$ cat src/rtl/spi_rx_pkg.sv
// Shared widths, write command and FSM state encoding for the SPI write receiver.
package spi_rx_pkg;
  localparam int          CMD_W      = 8;
  localparam int          ADDR_W     = 24;
  localparam int          DATA_W     = 32;
  localparam int          FRAME_BITS = CMD_W + ADDR_W + DATA_W;
  localparam logic [7:0]  WR_CMD     = 8'hFF;

  typedef enum logic [2:0] {IDLE, CMD, ADDR, DATA, DONE} state_t;
endpackage

$ cat src/rtl/spi_rx_slave.sv
// Write-only SPI slave: shifts cmd/addr/data off MOSI (MSB first) and emits a
// one-cycle write strobe when a complete frame carries the write command.
module spi_rx_slave #(
  parameter logic [7:0] WR_CMD = spi_rx_pkg::WR_CMD,
  parameter int         ADDR_W = spi_rx_pkg::ADDR_W,
  parameter int         DATA_W = spi_rx_pkg::DATA_W
) (
  input  logic              clk,
  input  logic              rst,
  input  logic              spi_mosi,
  input  logic              spi_cs_n,
  output logic              wr_en_out,
  output logic [ADDR_W-1:0] wr_address_out,
  output logic [DATA_W-1:0] wr_data_out
);
  import spi_rx_pkg::*;

  localparam int FRAME = CMD_W + ADDR_W + DATA_W;
  localparam int CNT_W = $clog2(FRAME);

  state_t              state;
  logic [CNT_W-1:0]    cnt;
  logic [CMD_W-1:0]    cmd_sr;
  logic [ADDR_W-1:0]   addr_sr;
  logic [DATA_W-1:0]   data_sr;
  logic [DATA_W-1:0]   data_nxt;

  // Data word including the bit being sampled this edge, so the final bit
  // can be committed to the outputs on the same edge it arrives.
  assign data_nxt = {data_sr[DATA_W-2:0], spi_mosi};

  always_ff @(posedge clk) begin
    if (rst) begin
      state          <= IDLE;
      cnt            <= '0;
      cmd_sr         <= '0;
      addr_sr        <= '0;
      data_sr        <= '0;
      wr_en_out      <= 1'b0;
      wr_address_out <= '0;
      wr_data_out    <= '0;
    end else begin
      wr_en_out <= 1'b0;
      if (spi_cs_n) begin
        // Deselect aborts any partial frame without a strobe.
        state <= IDLE;
        cnt   <= '0;
      end else begin
        case (state)
          IDLE: begin
            cmd_sr <= {cmd_sr[CMD_W-2:0], spi_mosi};
            cnt    <= cnt + CNT_W'(1);
            state  <= CMD;
          end
          CMD: begin
            cmd_sr <= {cmd_sr[CMD_W-2:0], spi_mosi};
            cnt    <= cnt + CNT_W'(1);
            if (cnt == CNT_W'(CMD_W - 1)) state <= ADDR;
          end
          ADDR: begin
            addr_sr <= {addr_sr[ADDR_W-2:0], spi_mosi};
            cnt     <= cnt + CNT_W'(1);
            if (cnt == CNT_W'(CMD_W + ADDR_W - 1)) state <= DATA;
          end
          DATA: begin
            data_sr <= data_nxt;
            if (cnt == CNT_W'(FRAME - 1)) begin
              cnt   <= '0;
              state <= DONE;
              if (cmd_sr == WR_CMD) begin
                wr_en_out      <= 1'b1;
                wr_address_out <= addr_sr;
                wr_data_out    <= data_nxt;
              end
            end else begin
              cnt <= cnt + CNT_W'(1);
            end
          end
          DONE:    ;
          default: state <= IDLE;
        endcase
      end
    end
  end
endmodule

$ cat config.mk
export PLATFORM = sky130hd
export DESIGN_NAME = spi_rx_slave
export DESIGN_NICKNAME = d
export VERILOG_FILES = /design/src/rtl/spi_rx_pkg.sv /design/src/rtl/spi_rx_slave.sv
export SDC_FILE = /design/constraint.sdc
export NUM_CORES = 1
export LEC_CHECK = 0
export ABC_CLOCK_PERIOD_IN_PS = 3950
export CAP_MARGIN = 15
export CORE_MARGIN = 10
export CORE_UTILIZATION = 40
export CTS_CLUSTER_SIZE = 14
export DETAILED_ROUTE_END_ITERATION = 16
export GPL_TIMING_DRIVEN = 0
export PLACE_DENSITY = 0.64
export SLEW_MARGIN = 20
export SYNTH_ARGS = -nofsm -noshare
export SYNTH_HDL_FRONTEND = slang
export SYNTH_SLANG_ARGS = --single-unit
$ cat constraint.sdc
create_clock -name clk -period 3.95 [get_ports clk]
set_input_delay 0.395 -clock clk [delete_from_list [all_inputs] [get_ports clk]]
set_output_delay 0.395 -clock clk [all_outputs]
set_load 0.05 [all_outputs]
==> reports/summary.txt <==
Resized Gates After CTS -> 0
FP Rows -> 41
FMAX -> 0.426 GHz
post-CTS setup buffer count -> 0
top cell type's share of synthesized area -> 50.3%
fin. max-slew vios -> 0
WP data required -> 4.23 ns
post-synth cell types -> 29
flops & latches, synth -> 129
Skew-Pair Late Insertion Delay -> 0.42 ns
Top FF cell, synth -> dfxtp_1
clk_skew -> 0.00688 ns
crit start category -> primary input
CTS Buffer Depth -> 2
crit end category -> register
Final Cycle Share -> 59.5%
detailed-placement wirelength estimate -> 7610 µm
Cells after Synth -> 568
antenna violations before repair -> 0
Die Width -> 133 µm
Final Hold Viols -> 0
first-pass GRT wire length -> 18400 µm
Post-route DRC -> 0
ANT nets after route -> 0
number of global-route vias before repair -> 3892
DR pass1 iterations -> 4
Max IR drop VDD -> 0.227 mV
dominant cells by area after synthesis -> dfxtp_1 50%, nand2b_1 14%, mux2i_1 13%, nand2_1 8.3%, a21oi_1 5.6%
CTS Sinks -> 129
Ys Warns -> 0
Die Area -> 17800 µm²
Syn Std Cell Area -> 5130 µm²
final core utilization -> 51.7%
Post-Route WL -> 10800 µm
Port Buf Inserts -> 60
P_leak -> 2.48 nW
CTS Hold Bufs -> 0
setup TNS -> 0 ns
core area -> 12600 µm²
Reg power frac -> 46.2%
Synth area leader -> dfxtp_1
internal power -> 2.26 mW
Avg Cell Area, Syn -> 9.03 µm²
Vias/cell -> 4.70
Net Sw Power -> 0.572 mW
WL per Instance -> 13.0 µm
ys async rst share -> 0%
min-delay worst type -> reg2reg
Max FO, Critical Path -> 10
Setup Crit Path Kind -> in2reg
Layout area overhead -> 26.7%
minimum clock period -> 2.35 ns
Slew HR -> 49.7%
chip height -> 133 µm
share of cells above drive strength 1 -> 5.46%
# IOs -> 61
final setup vio count -> 0
CTS tree -> yes
n_diodes -> 0
status -> finished clean
Worst Max-Slew Pin Slew -> 0.750 ns
Initial Utilization -> 40.8%
Logic pwr share -> 2.2%
RSZ-0062 raised after global routing -> false
register area share after synthesis -> 50.3%
GRT Total Usage -> 12.7%
H-tree levels -> 4
most common cell after layout, fill and taps aside -> dfxtp_1
routability cong. -> 0.743
commonest cells after routing, fill and taps aside -> 129 x dfxtp_1, 114 x nand2_1, 113 x nand2b_1, 65 x mux2i_1, 60 x clkdlybuf4s50_1
maximum number of pins on one net before global-route repair -> 17
GR Overflow Total -> 0
Mapped Nets -> 573
Max Cap Viol -> 0
TritonCTS Buffers -> 17
clock share of power -> 51.6%
power density cells -> 435 nW/µm²
via count -> 3903
net count reported at finish -> 652
EDFF count, synth -> 0
clk root buf -> clkbuf_16
critical path arrival -> 2.63 ns
Fillers -> 1188
Reg clk slew, reported paths -> 0.05 ns
Detailed Route Iter0 Violations -> 331
Sw Share -> 20.2%
power groups by stage:
stage / sequential [mW] / combinational (mW) / clock [mW]
6_report: 1.31 / 0.0625 / 1.46
5_1_grt: 1.31 / 0.0687 / 1.55
2_1_floorplan: 1.33 / 0.0436 / 0
4_1_cts: 1.31 / 0.0636 / 1.50
3_3_place_gp: 1.33 / 0.0620 / 0
3_5_place_dp: 1.34 / 0.0633 / 0
per-stage QoR:
stage                     instances  hold WS (ns)  area (µm²)  total power, mW  setup slack [ns]
after global routing            831         0.479        6500             2.93              1.47
after detailed placement        800         0.462        5950             1.40              1.18
after global placement          800         0.454        5950             1.40              1.24
final                           831         0.465        6500             2.83              1.60
after CTS                       831         0.469        6500             2.87              1.62
after floorplan                 568         0.437        5130             1.38              2.00
cells in the mapped netlist (2+ instances only):
cell	number
buf_1	2
dfxtp_1	129
nor2b_1	3
nand2b_1	113
xnor2_1	2
buf_6	4
buf_2	2
xor2_1	2
nand2_1	114
mux2i_1	65
nor3_1	3
a21oi_1	57
or3_1	4
nand4_1	3
clkbuf_1	32
nor2_1	18
nand3_1	3
path summary, 6_finish.rpt:
path                             startpoint                  to  slack [ns]  depth (start not counted)
worst max-delay path                    rst          data_sr[3]        1.60                          5
worst min-delay path            addr_sr[13]         addr_sr[14]        0.47                          2
worst max register to register       cnt[0]  wr_address_out[13]        1.72                          8
worst min register to register  addr_sr[13]         addr_sr[14]        0.47                          2
logic make-up after synthesis:
| family | count (synthesis) | share of synthesized area (%) |
|---|---|---|
| AND/OR/NAND/NOR | 268 | 26.3 |
| flip-flops | 129 | 50.3 |
| multiplexers | 65 | 12.7 |
| AO/OA/AOI/OAI | 60 | 6.07 |
| buffers and inverters | 41 | 3.71 |
| XOR/XNOR | 4 | 0.683 |
| adder cells (fa/ha/maj) | 1 | 0.244 |
critical path, cell delays in order:
cell and delay, ns:
clkdlybuf4s50_1 0.74, clkbuf_1 0.50, clkbuf_1 0.50, clkbuf_1 0.40
a21oi_1 0.09
final cells by class:
class | count | area, µm² | area share [%]
plain buffers | 41 | 190 | 2.93
clock inverters | 5 | 52.6 | 0.809
repair buffers | 60 | 601 | 9.24
clock buffers | 26 | 499 | 7.68
flip-flops and latches | 129 | 2580 | 39.7
multi-input cells | 398 | 2360 | 36.3
well taps | 172 | 215 | 3.31
registers in the layout, summed over array words and instances, names as in the netlist:
name            cells
wr_en_out           1
state               3
cmd_sr              8
addr_sr            24
cnt                 6
data_sr            31
wr_address_out     24
wr_data_out        32
routing by layer:
layer / wire [µm] / global-route usage (%) / share of wire (%) / vias up
met5: 0 / 0 / 0 / -
met4: 249 / 5.93 / 2.3 / 0
met3: 631 / 5.64 / 5.8 / 19
met2: 5130 / 20.6 / 47 / 67
met1: 4830 / 14.0 / 45 / 1820
li1: - / - / - / 1997
Note: power is estimated with default switching activity, not from simulation.
